==> src/rtl/lfsr_sampler.sv <==
// lfsr_sampler: seeds an external LFSR, waits out a warm-up period, then buffers every DECIM-th state word into a FIFO
// Ports: clk, r_n (async active-low reset), start/stop pulses, q_in (LFSR state word),
//   load/seed_out/lfsr_r (drive the LFSR), out_data/out_valid/out_ready (downstream handshake),
//   overflow (sticky drop flag), reseeds (saturating lock-up count), busy (not idle)
module lfsr_sampler #(
  parameter int N = 26,
  parameter int DEPTH = 4,
  parameter int DECIM = 26,
  parameter int WARMUP = 26,
  parameter logic [3:0] SEED = 4'b0001
) (
  input  logic         clk,
  input  logic         r_n,
  input  logic         start,
  input  logic         stop,
  input  logic [N-1:0] q_in,
  output logic         load,
  output logic [3:0]   seed_out,
  output logic         lfsr_r,
  output logic [N-1:0] out_data,
  output logic         out_valid,
  input  logic         out_ready,
  output logic         overflow,
  output logic [7:0]   reseeds,
  output logic         busy
);
  localparam int PW = $clog2(DEPTH);
  localparam int CW = PW + 1;
  localparam int DW = DECIM > 1 ? $clog2(DECIM) : 1;
  localparam int WW = WARMUP > 1 ? $clog2(WARMUP) : 1;
  typedef enum logic [1:0] {S_IDLE, S_SEED, S_WARM, S_RUN} state_t;
  state_t state, state_n;
  logic [WW-1:0] warm_cnt;
  logic [DW-1:0] dec_cnt;
  logic [N-1:0] mem [DEPTH];
  logic [PW-1:0] wr_ptr, rd_ptr, rd_n;
  logic [CW-1:0] count, count_n;
  logic warm_done, dec_done, lock, due, full, pop, push, drop;
  assign lfsr_r = ~r_n;
  assign load = state == S_SEED;
  assign seed_out = load ? SEED : 4'b0;
  assign busy = state != S_IDLE;
  assign out_valid = count != '0;
  always_ff @(posedge clk or negedge r_n)
    if (!r_n) state <= S_IDLE;
    else state <= state_n;
  always_comb begin
    warm_done = warm_cnt == WW'(WARMUP - 1);
    dec_done = dec_cnt == DW'(DECIM - 1);
    lock = state == S_RUN && q_in == '0;
    due = state == S_RUN && !lock && !stop && dec_done;
    state_n = stop ? S_IDLE :
              (state == S_IDLE && start) ? S_SEED :
              state == S_SEED ? S_WARM :
              (state == S_WARM && warm_done) ? S_RUN :
              lock ? S_SEED : state;
    full = count == CW'(DEPTH);
    pop = out_valid && out_ready;
    push = due && (!full || pop);
    drop = due && full && !pop;
    rd_n = rd_ptr + PW'(pop);
    count_n = count + CW'(push) - CW'(pop);
  end
  always_ff @(posedge clk)
    if (push) mem[wr_ptr] <= q_in;
  always_ff @(posedge clk or negedge r_n)
    if (!r_n) begin
      warm_cnt <= '0;
      dec_cnt <= '0;
      wr_ptr <= '0;
      rd_ptr <= '0;
      count <= '0;
      out_data <= '0;
      overflow <= 1'b0;
      reseeds <= '0;
    end else begin
      warm_cnt <= state == S_SEED ? '0 : state == S_WARM ? warm_cnt + 1'b1 : warm_cnt;
      dec_cnt <= (state != S_RUN || dec_done) ? '0 : dec_cnt + 1'b1;
      wr_ptr <= wr_ptr + PW'(push);
      rd_ptr <= rd_n;
      count <= count_n;
      overflow <= overflow | drop;
      reseeds <= reseeds + 8'(lock && !stop && reseeds != 8'hff);
      // when the FIFO is empty after this pop, the new head is the word being pushed now
      if (count_n != '0) out_data <= count == CW'(pop) ? q_in : mem[rd_n];
    end
endmodule
==> config.mk <==
export PLATFORM = sky130hd
export DESIGN_NAME = lfsr_sampler
export DESIGN_NICKNAME = d
export VERILOG_FILES = /design/src/rtl/lfsr_sampler.sv
export SDC_FILE = /design/constraint.sdc
export NUM_CORES = 1
export LEC_CHECK = 0
export CAP_MARGIN = 25
export CORE_MARGIN = 3
export CORE_UTILIZATION = 60
export CTS_CLUSTER_DIAMETER = 80
export DETAILED_ROUTE_END_ITERATION = 12
export HOLD_SLACK_MARGIN = 0.02
export PLACE_DENSITY = 0.84
export SYNTH_ARGS = -nofsm -noshare
export SYNTH_HDL_FRONTEND = slang
export SYNTH_SLANG_ARGS = --single-unit
==> constraint.sdc <==
create_clock -name clk -period 8.8 [get_ports clk]
set_input_delay 0.88 -clock clk [delete_from_list [all_inputs] [get_ports clk]]
set_output_delay 0.88 -clock clk [all_outputs]
set_load 0.02 [all_outputs]
# --- Word level (Yosys, flattened, before mapping) ---
# Memory sizes are Yosys's and may differ from the RTL's.
# Cells that the tools add are included.
totals:
  mem_count: 1
  inputBits: 31
  reg_bits: 54
  out_inout_bits: 43
  ramBits: 104
  word_cells: 65
op_classes:
  mux: 12
  bitwise_logic: 2
  n_reduce_logical: 25
  n_eq_ne: 9
  addsub: 7
mem_list:
  columns: ["memory", "words", "width", "rd", "rd_clocked_by_memory_dff", "wr", "line", "text"]
  rows:
  - ["mem", 4, 26, 1, 0, 1, "35", "logic [N-1:0] mem [DEPTH];"]
ops:
  columns: ["operator", "n"]
  rows:
  - ["$logic_not 26->1", 1]
  - ["$mux 26", 1]
  - ["$mux 5", 3]
  - ["$logic_and 1x1->1", 12]
  - ["$add 5x1->5 const B", 2]
  - ["$eq 5x5->1 const B", 2]
  - ["$mux 2", 5]
  - ["$add 8x1->8", 1]
  - ["$ne 8x8->1 const B", 1]
  - ["$reduce_bool 3->1", 2]
  - ["$reduce_bool 5->1", 1]
  - ["$add 2x1->2", 2]
  - ["$eq 2x2->1 const B", 2]
  - ["$logic_not 1->1", 4]
  - ["$reduce_bool 2->1", 2]
  - ["$add 3x1->3", 1]
  - ["$eq 3x1->1", 1]
  - ["$eq 3x3->1 const B", 1]
  - ["$mux 1", 3]
  - ["$sub 3x1->3", 1]
  - ["$eq 2x1->1 const B", 1]
  - ["$logic_not 2->1", 1]
  - ["$logic_or 1x1->1", 2]
  - ["$ne 2x2->1 const B", 1]
  - ["2 further kinds", 2]

# --- Depth between registers and ports, before layout ---
# Gate-level depths: netlist (run 1).
logic_depth:
  depth_word: 10
  depth_mapped: 14

# --- Worst setup path after synthesis (run 1) ---
# No wires, ideal clock.
synth_path:
  path_type: "input -> register"
  startpoint: "in stop"
  endpoint: "mem mem[0][0], enable pin"
  arrival_time_ps: 3274
  path_stages: 4
  setup_ps: 442
  n_path_buf: 0
  setup_slack_ps: 5084
  t_required_ps: 8358
  path_cell_list: "nand2b_1 > nor3_1 > o21ai_0 > nor3_1"
synth_via:
  elab_chain_len: 6
synth_lines:
  columns: ["element", "line", "text"]
  rows:
  - ["start: declaration", "15", "input logic stop,"]
  - ["$logic_not 1->1", "51", "due = state == S_RUN && !lock && !stop && dec_done;"]
  - ["$logic_and 1x1->1 (2 in a row)", "51", null]
  - ["$logic_and 1x1->1", "59", "push = due && (!full || pop);"]
  - ["$mux 1", "65", "if (push) mem[wr_ptr] <= q_in;"]
  - ["$mux 1 (not written as such)", "65", null]
  - ["end: declaration", "35", null]
# Every way passes these cells.

# --- Final worst setup path (run 1) ---
layout_path:
  startpoint: "in q_in[21]"
  endpoint: "reg out_data[25]"
layout_via:
  elab_chain_len: 10
layout_lines:
  columns: ["element", "line", "text"]
  rows:
  - ["start: declaration", "16", "input logic [N-1:0] q_in,"]
  - ["$logic_not 26->1", "50", "lock = state == S_RUN && q_in == '0;"]
  - ["$logic_and 1x1->1", "50", null]
  - ["$logic_not 1->1", "51", null]
  - ["$logic_and 1x1->1 (3 in a row)", "51", null]
  - ["$logic_and 1x1->1", "59", null]
  - ["$add 3x1->3", "62", "count_n = count + CW'(push) - CW'(pop);"]
  - ["$sub 3x1->3", "62", null]
  - ["net count_n[2]", "37", "logic [CW-1:0] count, count_n;"]
  - ["$reduce_bool 3->1", "85", "if (count_n != '0) out_data <= count == CW'(pop) ? q_in : mem[rd_n];"]
  - ["end signal: assignment", "85", null]
  - ["end: declaration", "20", "output logic [N-1:0] out_data,"]
# The timed path passes the listed nets, and every way through them passes these cells.
# A chain may end at the register's enable or synchronous reset.

==> impl_metrics.toml, run 1 <==
[final_layout]
final_util = 0.760
diodes = 0
synthToLayoutAreaGrowth_pct = 21.0
n_fill_cell = 606
final_nets = 494
multiInputGateArea_um2 = 1990
layout_common_cells = "edfxtp_1 (104), clkdlybuf4s50_1 (69), dfrtp_1 (54)"
final_area_um2 = 8030
layout.area.seq_um2 = 4470
fin_cells = 599
layout_commonest_cell = "edfxtp_1"
drive_gt1_frac = 0.261

[pwr]
peakVddDrop_mv = 0.194
power_w = 0.00275
powerDensity_nw_per_um2 = 343
p_leak_nw = 3.01

[sta]
period_needed_ns = 4.58
max_freq_mhz = 218
rsz0062_at_grt = "no"
tns_ns = 0
finalHoldViolCount = 0
tightest_slew_ns = 0.817
slew_headroom = 0.452
clock_skew_ns = 0.00658
setup_viol = 0
finalCritPeriodShare = 0.520
drv_slew = 0

[yosys]
syn_area_per_cell_um2 = 18.2
async_reset_ff_frac = 0.342
ys_warn_count = 0
synth_area_um2 = 6630
synth_ff_type = "edfxtp_1"
synth_seq_cells = 158
seq_area_frac_synth = 0.675
synthCells = 364
synth.distinct_cells = 41
synth-edff-count = 104

[clock_network]
htreeDepth = 4
cts.clk_slew.worst_paths_ns = 0.06
clock-sinks = 158
tritoncts = "built"
cts_resized = 0
clk_latency_ns = 0.52
clockRootBuffer = "clkbuf_8"
cts_buffer_depth = 2
cts_buffers = 17
cts_setup_buffers = 0
hold_buffers = 0

[drt]
vias_per_cell = 5.76
drtPass1Iterations = 4
drt_iter0_markers = 248
wl_mm = 12.5
drc = 0
wl_per_cell_um = 20.9
vias = 3450
drtAntennaViolNets = 0

[critical_path]
critical_path_arrival_ns = 4.98
cp_max_fo = 21
endpoint_kind = "flip-flop"
crit_required_ns = 9.20
start_kind = "input pin"
crit_type = "in -> reg"

[die]
dieWidth_um = 111
ios = 74
start_util = 0.628
die-area_um2 = 12300
core_area_um2 = 10600
chipHeight_um = 111
num_rows = 37

[global_route]
groute.usage.overall = 0.221
grt_pass1_wl_mm = 20.7
first_global_vias = 3762
grt_max_degree = 56
antenna_found_initial = 0
grt-ovfl-total = 0

[placed_design]
dp.cells = 566
gp_congestion = 0.798
portBuffers = 70
dp_hpwl_mm = 7.86
placed_area_um2 = 7430

[hold_path]
hold_path.class = "in -> async"

[run_status]
status = "finished clean"

[flow_run]
cap_viol_max_count = 0
[report_power, final]
part / internal (W) / leakage (nW) / total, W / switching, W
clock network: 0.000445 / 0.284 / 0.000711 / 0.000266
registers: 0.000888 / 1.61 / 0.000944 / 0.0000560
logic: 0.000639 / 1.12 / 0.00110 / 0.000456
total: 0.00197 / 3.01 / 0.00275 / 0.000779
[kinds of logic after synthesis]
logic type      count (synthesis)  share of synthesized area
flops                         158                      0.675
mux                            80                      0.191
simple gates                   55                     0.0421
buf+inv                        25                     0.0291
compound gates                 18                     0.0174
xor+xnor                       14                     0.0196
fa+ha+maj                      13                     0.0257
other cells                     1                   0.000565
[worst max-delay path, stage by stage]
cell and delay, ns:
clkdlybuf4s50_1 0.52, nor4_1 0.41, nand4_1 0.32, o21ai_0 0.62, mux2i_1 0.16, ha_1 0.23, fa_1 0.37, xnor2_1 0.19
xnor2_1 0.16, or3_1 0.29, buf_4 0.44, mux2_2 0.38
[cell type report]
cell class | count | area share
clock buffer | 24 | 0.0574
multi-input combinational | 183 | 0.248
clock inverter | 8 | 0.0142
tap | 136 | 0.0212
inverter | 11 | 0.00514
sequential | 158 | 0.558
timing repair buffer | 79 | 0.0967
[routing by layer]
metal / up-vias / wire (um) / track usage / part of all wire
li1: 1568 / - / - / -
met1: 1747 / 5300 / 0.302 / 0.42
met2: 124 / 6280 / 0.350 / 0.50
met3: 11 / 815 / 0.0611 / 0.065
met4: 0 / 129 / 0.0722 / 0.010
met5: - / 0 / 0 / 0
[cell usage after synthesis, drive strengths merged (2+ instances only)]
| master | instances | area [um^2] |
|---|---|---|
| dfrtp | 54 | 1350 |
| nand2b | 4 | 25.0 |
| nand3 | 8 | 40.0 |
| xor2 | 6 | 60.1 |
| mux4 | 26 | 586 |
| nor4 | 7 | 43.8 |
| nor2 | 15 | 56.3 |
| mux2 | 52 | 661 |
| mux2i | 2 | 20.0 |
| o21a | 2 | 15.0 |
| nor3 | 5 | 25.0 |
| ha | 12 | 150 |
| or3 | 2 | 12.5 |
| nand2 | 7 | 26.3 |
| o21ai | 8 | 43.8 |
| inv | 11 | 41.3 |
| a21oi | 2 | 10.0 |
| buf | 13 | 148 |
| edfxtp | 104 | 3120 |
| xnor2 | 8 | 70.1 |
| nand4 | 2 | 12.5 |
[stage by stage]
| stage | worst slack, ns | hold WS (ns) |
|---|---|---|
| floorplan | 5.08 | 0.445 |
| global placement | 3.89 | 0.470 |
| detailed placement | 3.74 | 0.470 |
| CTS | 4.22 | 0.501 |
| global route | 3.91 | 0.505 |
| finish | 4.22 | 0.499 |
[state kept, by name, summed over array words and instances (netlist names)]
register	cells
reseeds	8
dec_cnt	5
warm_cnt	5
rd_ptr	2
count	3
state	2
mem	104
wr_ptr	2
overflow	1
out_data	26
[worst paths after layout]
check	from	end	slack [ns]	cells past startpoint
setup / recovery	q_in[21]	out_data[25]	4.22	12
hold / removal	r_n	out_data[4]	0.50	2
setup reg to reg	count[0]	out_data[25]	5.18	11
hold reg to reg	warm_cnt[4]	warm_cnt[4]	0.50	1
max in group asynchronous	r_n	wr_ptr[1]	7.81	2
min in group clk	warm_cnt[4]	warm_cnt[4]	0.50	1
Note: power is estimated with default switching activity, not from simulation.
==> run 2, diff against run 1 <==
CORE_UTILIZATION = 56   (was 60)
PLACE_DENSITY = 0.79   (was 0.84)
clock period = 4.5 ns   (was 8.8 ns; I/O delays follow)
==> run 2 against run 1 <==
Compared with the run above: final cell count increased by 1.5%; non-clock buffer count up 2; largest cell class unchanged; hold slack got worse by 0.29 ns; first-iteration DRC count is 24% lower; critical path type unchanged; combinational power up 93%; clock skew is 0.0037 ns higher; critical path depth unchanged; sequential power increased by 96%; count of clock-buffer cells in the layout stayed put.
==> impl_metrics.toml, run 2 (synthesized netlist as in run 1, its figures left out) <==
[run_status]
status = "finished clean"

[critical_path]
crit_required_ns = 4.80
crit_type = "in -> reg"
r2r_start = "count[0]"
crit_chain = "clkdlybuf4s50_1 -> nor4_1 -> nand4_1 -> o21ai_0 -> mux2i_1 -> ha_1 -> fa_1 -> xnor2_1 -> xnor2_1 -> or3_1 -> buf_4 -> mux2_2"
crit_top_cell = "xnor2_1"
cpPeakStageDelay_ns = 0.50
worst_path_max_delay_cell = "clkdlybuf4s50_1"
endpoint_kind = "flip-flop"
start_kind = "input pin"
r2r_slack_ns = 1.21
critPathLaunch = "q_in[21]"
critical_path_arrival_ns = 4.07
cp_max_fo = 26

[hold_path]
hold_path.class = "in -> async"

[die]
start_util = 0.576
dieWidth_um = 115
die-area_um2 = 13200
ios = 74
core_area_um2 = 11500
num_rows = 39
chipHeight_um = 115

[pwr]
p_leak_nw = 3.02
powerDensity_nw_per_um2 = 670
p_switching_w = 0.00153
switching_share = 0.283
power_frac_seq = 0.341
clockPowerShare = 0.268
combPwrFrac = 0.391
cell_internal_pwr_w = 0.00388
peakVddDrop_mv = 0.378

[global_route]
grt_max_degree = 55
grt_pass1_wl_mm = 20.1
first_global_vias = 3748
groute.usage.overall = 0.206
grt_util_met2 = 0.329
use_met1 = 0.275
antenna_found_initial = 0
grt_busiest_layer = "met2"
grt-ovfl-total = 0
met3_usage = 0.0605

[sta]
slew_headroom = 0.456
clock_skew_ns = 0.0103
tightest_slew_ns = 0.815
drv_slew = 0
max_freq_mhz = 266
tns_ns = 0
finalCritPeriodShare = 0.836
finalHoldViolCount = 0
rsz0062_at_grt = "no"
period_needed_ns = 3.76
setup_viol = 0

[clock_network]
cts_resized = 0
hold_buffers = 0
cts_buffers = 17
cts_setup_buffers = 0
clock-sinks = 158
clockRootBuffer = "clkbuf_16"
clk_latency_ns = 0.42
htreeDepth = 4
cts.clk_slew.worst_paths_ns = 0.06
cts_buffer_depth = 2
tritoncts = "built"

[final_layout]
top_register = "mem"
final_util = 0.701
layout_commonest_cell = "edfxtp_1"
largestRegisters = "mem: 104 flops, out_data: 26 flops, reseeds: 8 flops"
synthToLayoutAreaGrowth_pct = 21.8
diodes = 0
layout_common_cells = "edfxtp_1 (104), clkdlybuf4s50_1 (69), dfrtp_1 (54)"
final_nets = 496
drive_gt1_frac = 0.275
largest_reg_flops = 104

[placed_design]
dp_hpwl_mm = 7.81
gp_congestion = 0.829
portBuffers = 70

[drt]
drc = 0
drt_iter0_markers = 188
drtAntennaViolNets = 0
wl_per_cell_um = 20.2
drtPass1Iterations = 4
vias = 3470
vias_per_cell = 5.71
wl_mm = 12.3

[flow_run]
cap_viol_max_count = 0
[run 2: changes by cell type in the layout (fill, tap and decap cells not counted), sizes merged]
| cell | before | now |
|---|---|---|
| bufinv | 3 | 2 |
| buf | 10 | 12 |
| clkinvlp | 0 | 4 |
| clkinv | 5 | 2 |
[run 2: path summary, 6_finish.rpt]
kind	to	cells after the start
worst max-delay path	out_data[15]	12
worst min-delay path	out_data[4]	2
worst max register to register	out_data[15]	11
worst min register to register	overflow	1
max in group asynchronous	rd_ptr[1]	2
min in group clk	overflow	1
[run 2: cell type report]
cell class	count	area (um^2)
inverter	11	41.3
fill	730	3440
timing repair buffer	81	778
tap	143	179
multi-input combinational	183	1990
clock inverter	8	104
sequential	158	4470
clock buffer	24	512
[run 2: per-stage QoR]
step / cells / hold slack (ns) / instance area (um^2) / total power (W) / worst slack [ns]
floorplan: 366 / 0.154 / 6640 / 0.00355 / 1.11
detailed placement: 576 / 0.446 / 7460 / 0.00402 / 0.268
global route: 608 / 0.269 / 8080 / 0.00567 / 0.532
CTS: 608 / 0.232 / 8080 / 0.00548 / 0.686
global placement: 576 / 0.455 / 7460 / 0.00396 / 0.427
finish: 608 / 0.207 / 8080 / 0.00541 / 0.737
[run 2: layer usage]
| metal | vias up | part of all wire |
|---|---|---|
| li1 | 1575 | - |
| met1 | 1778 | 0.42 |
| met2 | 104 | 0.51 |
| met3 | 13 | 0.056 |
| met4 | 0 | 0.011 |
| met5 | - | 0 |
[run 2: critical path, delay by kind of cell]
family                   cells  cell delay [ns]
AO/OA/AOI/OAI                1             0.29
AND/OR/NAND/NOR              3             0.88
XOR/XNOR                     2             0.36
buffers and inverters        2             0.94
adder cells (fa/ha/maj)      2             0.61
multiplexers                 2             0.52
[run 2: power by group through the flow]
stage / clock network, W / logic [W] / registers [W]
2_1_floorplan: 0 / 0.00155 / 0.00200
3_3_place_gp: 0 / 0.00209 / 0.00187
3_5_place_dp: 0 / 0.00214 / 0.00188
4_1_cts: 0.00148 / 0.00215 / 0.00185
5_1_grt: 0.00153 / 0.00227 / 0.00187
6_report: 0.00145 / 0.00212 / 0.00185
==> run 3, diff against run 2 <==
clock period = 3.7 ns   (was 4.5 ns; I/O delays follow)
==> run 3 against run 2 <==
Compared with the run above: clock skew fell by 0.0030 ns; largest cell class unchanged; non-clock buffer count rose by 21; hold slack worse by 0.074 ns; final cell count increased by 3.5%; sequential share of layout area decreased by 0.95 points; global-route usage grew 1.0 points; clock power up 14%; worst setup slack worse by 0.62 ns; combinational power rose by 25%; register-to-register slack got worse by 0.74 ns.
==> impl_metrics.toml, run 3 (synthesized netlist as in run 1, its figures left out) <==
[global_route]
antenna_found_initial = 0
use_met1 = 0.289
grt_pass1_wl_mm = 21.0
groute.usage.overall = 0.216
grt_util_met2 = 0.354
first_global_vias = 3803
grt_busiest_layer = "met2"
met3_usage = 0.0505
grt_max_degree = 55
grt-ovfl-total = 0

[clock_network]
tritoncts = "built"
clockRootBuffer = "clkbuf_16"
clock-sinks = 158
cts.clk_slew.worst_paths_ns = 0.05
cts_buffers = 17
cts_buffer_depth = 2
htreeDepth = 4
clk_latency_ns = 0.41

[sta]
drv_slew = 0
setup_viol = 0
clock_skew_ns = 0.00731
period_needed_ns = 3.58
finalHoldViolCount = 0
holdWs_ns = 0.133
rsz0062_at_grt = "no"
finalCritPeriodShare = 0.968
tightest_slew_ns = 0.728
slew_headroom = 0.515
tns_ns = 0
max_freq_mhz = 279

[final_layout]
layout_commonest_cell = "edfxtp_1"
n_fill_cell = 751
synthToLayoutAreaGrowth_pct = 23.9
layout.area.seq_um2 = 4470
fin_cells = 629
largest_reg_flops = 104
drive_gt1_frac = 0.302
multiInputGateArea_um2 = 2000
largestRegisters = "mem: 104 flops, out_data: 26 flops, reseeds: 8 flops"
final_util = 0.714
final_nets = 517
diodes = 0
top_register = "mem"
layout_common_cells = "edfxtp_1 (104), clkdlybuf4s50_1 (69), dfrtp_1 (54)"

[die]
dieWidth_um = 115
ios = 74
start_util = 0.576
chipHeight_um = 115
die-area_um2 = 13200
core_area_um2 = 11500
num_rows = 39

[placed_design]
gp_congestion = 0.798
dp_hpwl_mm = 8.29
portBuffers = 70
dp.cells = 597

[pwr]
p_leak_nw = 3.13
powerDensity_nw_per_um2 = 802
power_w = 0.00659
peakVddDrop_mv = 0.446

[critical_path]
cp_max_fo = 13
crit_type = "in -> reg"
start_kind = "input pin"
endpoint_kind = "flip-flop"
critical_path_arrival_ns = 3.87
crit_required_ns = 3.99

[drt]
drc = 0
wl_per_cell_um = 21.1
drt_iter0_markers = 349
vias = 3602
wl_mm = 13.3
vias_per_cell = 5.73
drtAntennaViolNets = 0
drtPass1Iterations = 4

[run_status]
status = "finished clean"

[flow_run]
cap_viol_max_count = 0

[hold_path]
hold_path.class = "in -> async"
run 3: layer usage:
metal | up-vias | wire (um)
met2 | 104 | 6820
met5 | - | 0
li1 | 1615 | -
met1 | 1870 | 5640
met4 | 0 | 121
met3 | 13 | 664
run 3: path summary, 6_finish.rpt:
check / slack, ns / start / to / cells after the start
hold / removal: 0.13 / r_n / out_data[6] / 2
setup reg to reg: 0.47 / count[0] / out_data[3] / 11
setup / recovery: 0.12 / q_in[5] / out_data[3] / 12
max in group asynchronous: 3.09 / r_n / rd_ptr[0] / 2
hold reg to reg: 0.48 / warm_cnt[4] / warm_cnt[4] / 1
min in group clk: 0.48 / warm_cnt[4] / warm_cnt[4] / 1
run 3: per-stage QoR:
step	cell area (um^2)	setup WS, ns
3_3_place_gp	7640	-0.323
4_1_cts	8210	0.0331
3_5_place_dp	7640	-0.316
5_1_grt	8220	0.0193
6_report	8220	0.120
2_1_floorplan	6640	0.308
run 3: area by class of cell:
type                       count  share of cell area
clock buffer                  23              0.0569
clock inverter                 9              0.0114
inverter                      11             0.00502
multi-input combinational    183               0.244
sequential                   158               0.544
tap                          143              0.0218
timing repair buffer         102               0.117
run 3: what timing repair did:
action	CTS	global route
resized for setup	0	3
endpoints found under the setup margin	0	26
hold buffers	0	0
buffers inserted	0	0
run 3: worst max-delay path, stage by stage:
cell and delay (ns):
clkdlybuf4s50_1 0.52, nor4_1 0.46, nand3_1 0.25, buf_4 0.22
o21a_1 0.19, nand2b_1 0.17, fa_1 0.41, xnor2_1 0.25
xnor2_1 0.12, or3_1 0.34, buf_4 0.23, mux2_4 0.32
run 3: power by group:
| part | internal (W) | leakage (nW) | switching, W |
|---|---|---|---|
| logic | 0.00156 | 1.24 | 0.00110 |
| registers | 0.00211 | 1.61 | 0.000162 |
| clock network | 0.00102 | 0.282 | 0.000635 |
| total | 0.00469 | 3.13 | 0.00190 |
==> edit 1: new RTL, settings of run 3 <==
The parameter `DECIM` goes from 26 to 13.
--- a/src/rtl/lfsr_sampler.sv
+++ b/src/rtl/lfsr_sampler.sv
@@ -6,5 +6,5 @@
   parameter int N = 26,
   parameter int DEPTH = 4,
-  parameter int DECIM = 26,
+  parameter int DECIM = 13,
   parameter int WARMUP = 26,
   parameter logic [3:0] SEED = 4'b0001
Behaviour: no difference found for any inputs over 10 cycles, from zero or initial values; that may be too few to reach the edited logic, so the function may still have changed.
==> edit 1 against run 3 <==
- clock power rose by 2%
- final cell count rose by 0.32%
- worst setup slack got worse by 0.0074 ns
- register-to-register slack worse by 0.25 ns
- total power about the same
- sequential share of layout area is 0.57 points lower
- maximum frequency decreased by 0.21%
- sequential cell count shrank 1
- final area grew 0.49%
- combinational power is essentially flat
- area after synthesis hardly changed
- routed wire length grew 2.4%
- critical endpoint is now out_data[23]
==> edit 1: results (changes against run 3) <==
** Run status
- Outcome :: finished clean (unchanged)

** Yosys
- Leading post-synthesis cells by instance count: sky130_fd_sc_hd__edfxtp_1, sky130_fd_sc_hd__dfrtp_1, sky130_fd_sc_hd__mux2_2 (unchanged).
- The async set-or-reset flop fraction in the synthesized netlist came to 33.76% (was 34.18%).
- The area share of fa/ha/maj cells after synthesis was 2.566% (about the same).
- Most area-consuming cells after synthesis: sky130_fd_sc_hd__edfxtp_1, sky130_fd_sc_hd__dfrtp_1, sky130_fd_sc_hd__mux4_2, sky130_fd_sc_hd__mux2_2, sky130_fd_sc_hd__mux2_4 (unchanged).

** Final layout
- Fraction of layout cells with a size suffix above 1 :: 30.94% (was 30.25%)
- The number of fill cells in the layout came to 714 (was 751).
- The number of sequential storage elements came to 157 (was 158).
- Area of all sequential standard cells :: 4449 sq um (was 4474 sq um)
- Share of final layout cell area taken by clock buffers and inverters :: 7.029% (was 6.835%)
- Portion of the layout cell area used by non-clock buffers :: 11.66% (was 11.69%)
- The layout clock buffer count was 24 (was 23).

** Power
- VDD IR max :: 397.6 uV (was 446.3 uV)
- The proportion of total power due to net switching came to 28.49% (was 28.76%).
- The leakage power total came to 3.150 nW (was 3.128 nW).

** Global routing
- Via count of the first global-routing pass :: 3,953 (was 3,803)
- Pin count of the biggest net entering global routing :: 54 (was 55)

** Detailed routing
- Wire length after detailed routing :: 13,580 um (was 13,250 um)
- DRC marker count from the first detailed-route iteration :: 286 (was 349)
- Vias after detailed routing :: 3,651 (was 3,602)
- Mean number of vias per cell :: 5.786 (was 5.727)

** STA
- Tightest Pin Transition :: 0.7483 ns (was 0.7281 ns)
- Max Clock Skew :: 0.006851 ns (was 0.007315 ns)

** Place
- DP Area :: 7649 sq um (was 7645 sq um)
- Weighted congestion at the end of routability-driven global placement :: 0.8021 (was 0.7979)
- The placed wire-length estimate is 8769 um (was 8290 um).
- The setup slack after placement was -0.3638 ns (was -0.3155 ns).

** Critical path
- The largest fanout on the critical path came to 14 (was 13).
- Arrival time at the worst endpoint :: 3.88 ns (was 3.87 ns)
- The highest cell delay on the worst timing path was 0.50 ns (was 0.52 ns).
[edit 1: changes by cell type after synthesis, sizes merged, moves of 2 or more]
cell | run 3 | this run
a21oi | 2 | 4
nor2 | 15 | 7
o21ai | 8 | 10
and2 | 1 | 4
xor2 | 6 | 2
and3 | 1 | 7
nor3 | 5 | 3
[edit 1: path summary, 6_finish.rpt]
kind / from / cells past startpoint / endpoint / slack (ns)
setup / recovery: q_in[24] / 13 / out_data[23] / 0.11
hold / removal: r_n / 2 / out_data[2] / 0.20
setup reg to reg: state[1] / 10 / out_data[23] / 0.22
hold reg to reg: reseeds[5] / 1 / reseeds[5] / 0.50
max in group asynchronous: r_n / 2 / out_data[16] / 3.00
min in group clk: reseeds[5] / 1 / reseeds[5] / 0.50
[edit 1: routing by layer]
| metal | GRT usage, % | wire [um] |
|---|---|---|
| met4 | 5.556 | 102 |
| met3 | 5.684 | 868 |
| met5 | 0 | 0 |
| met1 | 30.31 | 5864 |
| met2 | 36.79 | 6740 |
[edit 1: through the flow]
step	utilization [%]	total power [mW]	hold slack [ns]
6_report	71.72	6.591	0.2000
5_1_grt	71.72	6.918	0.2238
4_1_cts	71.57	6.652	0.2063
3_5_place_dp	66.42	4.944	0.4735
3_3_place_gp	66.42	4.852	0.4721
2_1_floorplan	-	4.309	0.07441
[edit 1: power groups by stage]
stage | combinational (mW) | sequential, mW | clock, mW
6_report | 2.65 | 2.25 | 1.69
5_1_grt | 2.84 | 2.27 | 1.80
4_1_cts | 2.69 | 2.25 | 1.72
3_5_place_dp | 2.67 | 2.27 | 0
3_3_place_gp | 2.59 | 2.26 | 0
2_1_floorplan | 1.89 | 2.42 | 0
[edit 1: what timing repair did]
action,CTS,global route
endpoints found under the hold margin,0,0
resized for setup,2,4
setup endpoints to repair,26,26
cloned,0,0
==> edit 2: new RTL, flow settings as in run 3 <==
Made on the original files. The 4 states of `state_t` get a Gray code encoding in 2 bits.
--- a/src/rtl/lfsr_sampler.sv
+++ b/src/rtl/lfsr_sampler.sv
@@ -29,5 +29,5 @@
   localparam int DW = DECIM > 1 ? $clog2(DECIM) : 1;
   localparam int WW = WARMUP > 1 ? $clog2(WARMUP) : 1;
-  typedef enum logic [1:0] {S_IDLE, S_SEED, S_WARM, S_RUN} state_t;
+  typedef enum logic [1:0] {S_IDLE = 2'b00, S_SEED = 2'b01, S_WARM = 2'b11, S_RUN = 2'b10} state_t;
   state_t state, state_n;
   logic [WW-1:0] warm_cnt;
Check against the original RTL: no difference found for any inputs over 10 cycles, from zero or initial values; not proved beyond that.
==> edit 2 against run 3 <==
- synthesized cell count fell by 1.1%
- combinational power fell by 2%
- final area fell by 0.84%
- die area fell by 1.0%
- total power fell by 3.9%
- sequential cell count did not move
- routed wire length rose by 2.0%
- count of clock-buffer cells in the layout rose by 4
- area after synthesis fell by 1.1%
- maximum frequency rose by 2.3%
- non-clock buffer count rose by 7
- worst setup slack improved by 0.081 ns
- largest cell class unchanged
- largest power group unchanged
==> edit 2: results (changes against run 3) <==
** Final layout
- The number of fill cells in the layout was 674 (was 751).
- The share of cells above drive strength 1 came to 30.45% (was 30.25%).
- Net count reported at finish :: 514 (was 517)

** Yosys
- Fraction of the mapped netlist area in compound gates :: 1.431% (was 1.736%)
- The fraction of synthesized cell area in xor and xnor cells came to 1.870% (was 1.962%).
- Yosys cell types :: 44 (was 41)
- Flip-flop cell with the highest count after synthesis :: sky130_fd_sc_hd__edfxtp_1 (unchanged)
- Seq/Total Area, Yosys :: 68.22% (was 67.47%)
- Synth Area in Adders :: 1.831% (was 2.566%)
- Leading post-synthesis cells by instance count: sky130_fd_sc_hd__edfxtp_1, sky130_fd_sc_hd__dfrtp_1, sky130_fd_sc_hd__mux2_2 (unchanged).
- Mux cell area share after synthesis :: 19.36% (was 19.09%)
- Most area-consuming cells after synthesis :: sky130_fd_sc_hd__edfxtp_1, sky130_fd_sc_hd__dfrtp_1, sky130_fd_sc_hd__mux4_2, sky130_fd_sc_hd__mux2_2, sky130_fd_sc_hd__mux2_4 (unchanged)

** Power
- Cell leakage power :: 3.084 nW (was 3.128 nW)
- VDD IR max :: 542.5 uV (was 446.3 uV)

** Critical path
- Arrival time at the worst endpoint :: 3.80 ns (was 3.87 ns)
- The cell with the largest stage delay on the worst path is sky130_fd_sc_hd__nor4_1 (was sky130_fd_sc_hd__clkdlybuf4s50_1).
- Worst Path Max Fanout :: 14 (was 13)

** Detailed routing
- DRC marker count from the first detailed-route iteration :: 241 (was 349)
- The top layer reached by signal wires is met5 (was met4).
- Routed length per instance :: 21.59 um (was 21.07 um)
- Met2 routed WL :: 6821 um (was 6824 um)
- The total met3 wirelength after detailed routing is 1029 um (was 664 um).
- The overall via count from detail_route came to 3,668 (was 3,602).
- The met1 layer wirelength in the final routing was 5396 um (was 5644 um).

** Place
- The final weighted congestion of routability-driven global placement is 0.7713 (was 0.7979).
- Post-DP HPWL :: 8567 um (was 8290 um)
- The setup slack after placement was -0.2273 ns (was -0.3155 ns).

** Global routing
- Via count of the first global-routing pass :: 3,912 (was 3,803)
- Pin count of the biggest net entering global routing :: 55 (unchanged)
- Global-route wire length before repair :: 21,790 um (was 21,020 um)
- Initial antenna violation count :: 1 (was 0)
- Total Routing Usage GR :: 22.72% (was 21.58%)

** STA
- The maximum clock skew at final layout came to 0.006920 ns (was 0.007315 ns).
- Tightest Pin Transition :: 0.7543 ns (was 0.7281 ns)

** Run status
- Outcome: finished clean (unchanged).
## edit 2: cell count changes after synthesis, moves of 2 or more
cell and delta:
sky130_fd_sc_hd__buf_12 -4, sky130_fd_sc_hd__buf_6 +4, sky130_fd_sc_hd__ha_1 -4, sky130_fd_sc_hd__inv_1 -3
sky130_fd_sc_hd__nand4_1 +3, sky130_fd_sc_hd__a22o_1 +2, sky130_fd_sc_hd__buf_4 +2, sky130_fd_sc_hd__nor3_1 -2
sky130_fd_sc_hd__o21a_1 -2
## edit 2: routing by layer
layer | vias to the layer above | global-route usage (%)
met5 | - | 0
met4 | 2 | 8.076
met3 | 29 | 6.290
met2 | 144 | 36.46
met1 | 1871 | 30.21
li1 | 1622 | -
## edit 2: worst register-to-register path, delay by kind of cell, from the launching register on
kind                       cells  cell delay, ns
AOI/OAI and AO/OA              1            0.40
muxes                          2            0.48
adders and majority gates      2            0.61
and+or+nand+nor                2            0.85
xor gates and xnor gates       2            0.29
buffers and inverters          1            0.24
DFF                            1            0.37
## edit 2: cells by family after synthesis
family,count (synthesis)
flip-flops,158
multiplexers,80
AND/OR/NAND/NOR,59
buffers and inverters,24
AO/OA/AOI/OAI,15
XOR/XNOR,14
adder cells (fa/ha/maj),9
other,1
## edit 2: area by class of cell
type / instances / area, sq um / share of cell area (%)
Inverter: 8 / 30.03 / 0.3684
Timing Repair Buffer: 109 / 1013 / 12.43
Sequential cell: 158 / 4474 / 54.90
Multi-Input combinational cell: 180 / 1966 / 24.12
Clock buffer: 27 / 473.0 / 5.803
Clock inverter: 4 / 18.77 / 0.2303
Tap cell: 140 / 175.2 / 2.149
## edit 2: worst paths after layout
kind | start | to | slack, ns | cells past startpoint
min in group clk | dec_cnt[0] | dec_cnt[0] | 0.49 | 1
setup reg to reg | state[0] | out_data[1] | 0.34 | 10
hold reg to reg | dec_cnt[0] | dec_cnt[0] | 0.49 | 1
max in group asynchronous | r_n | out_data[6] | 2.97 | 2
setup / recovery | q_in[24] | out_data[1] | 0.20 | 12
hold / removal | r_n | out_data[0] | 0.19 | 2
## edit 2: report_power, final
group | total, mW | internal [mW] | switching (mW)
sequential | 2.23 | 2.10 | 0.132
combinational | 2.61 | 1.54 | 1.08
clock | 1.49 | 0.865 | 0.623
## edit 2: through the flow
step,area [sq um],std cells
CTS,8144,626
global route,8150,626
global placement,7652,595
floorplan,6566,362
detailed placement,7652,595
finish,8150,626
## edit 2: repair_timing
item	CTS	global route
hold endpoints to repair	0	0
gates resized for setup	0	1
setup endpoints to repair	0	26
setup buffers	0	0
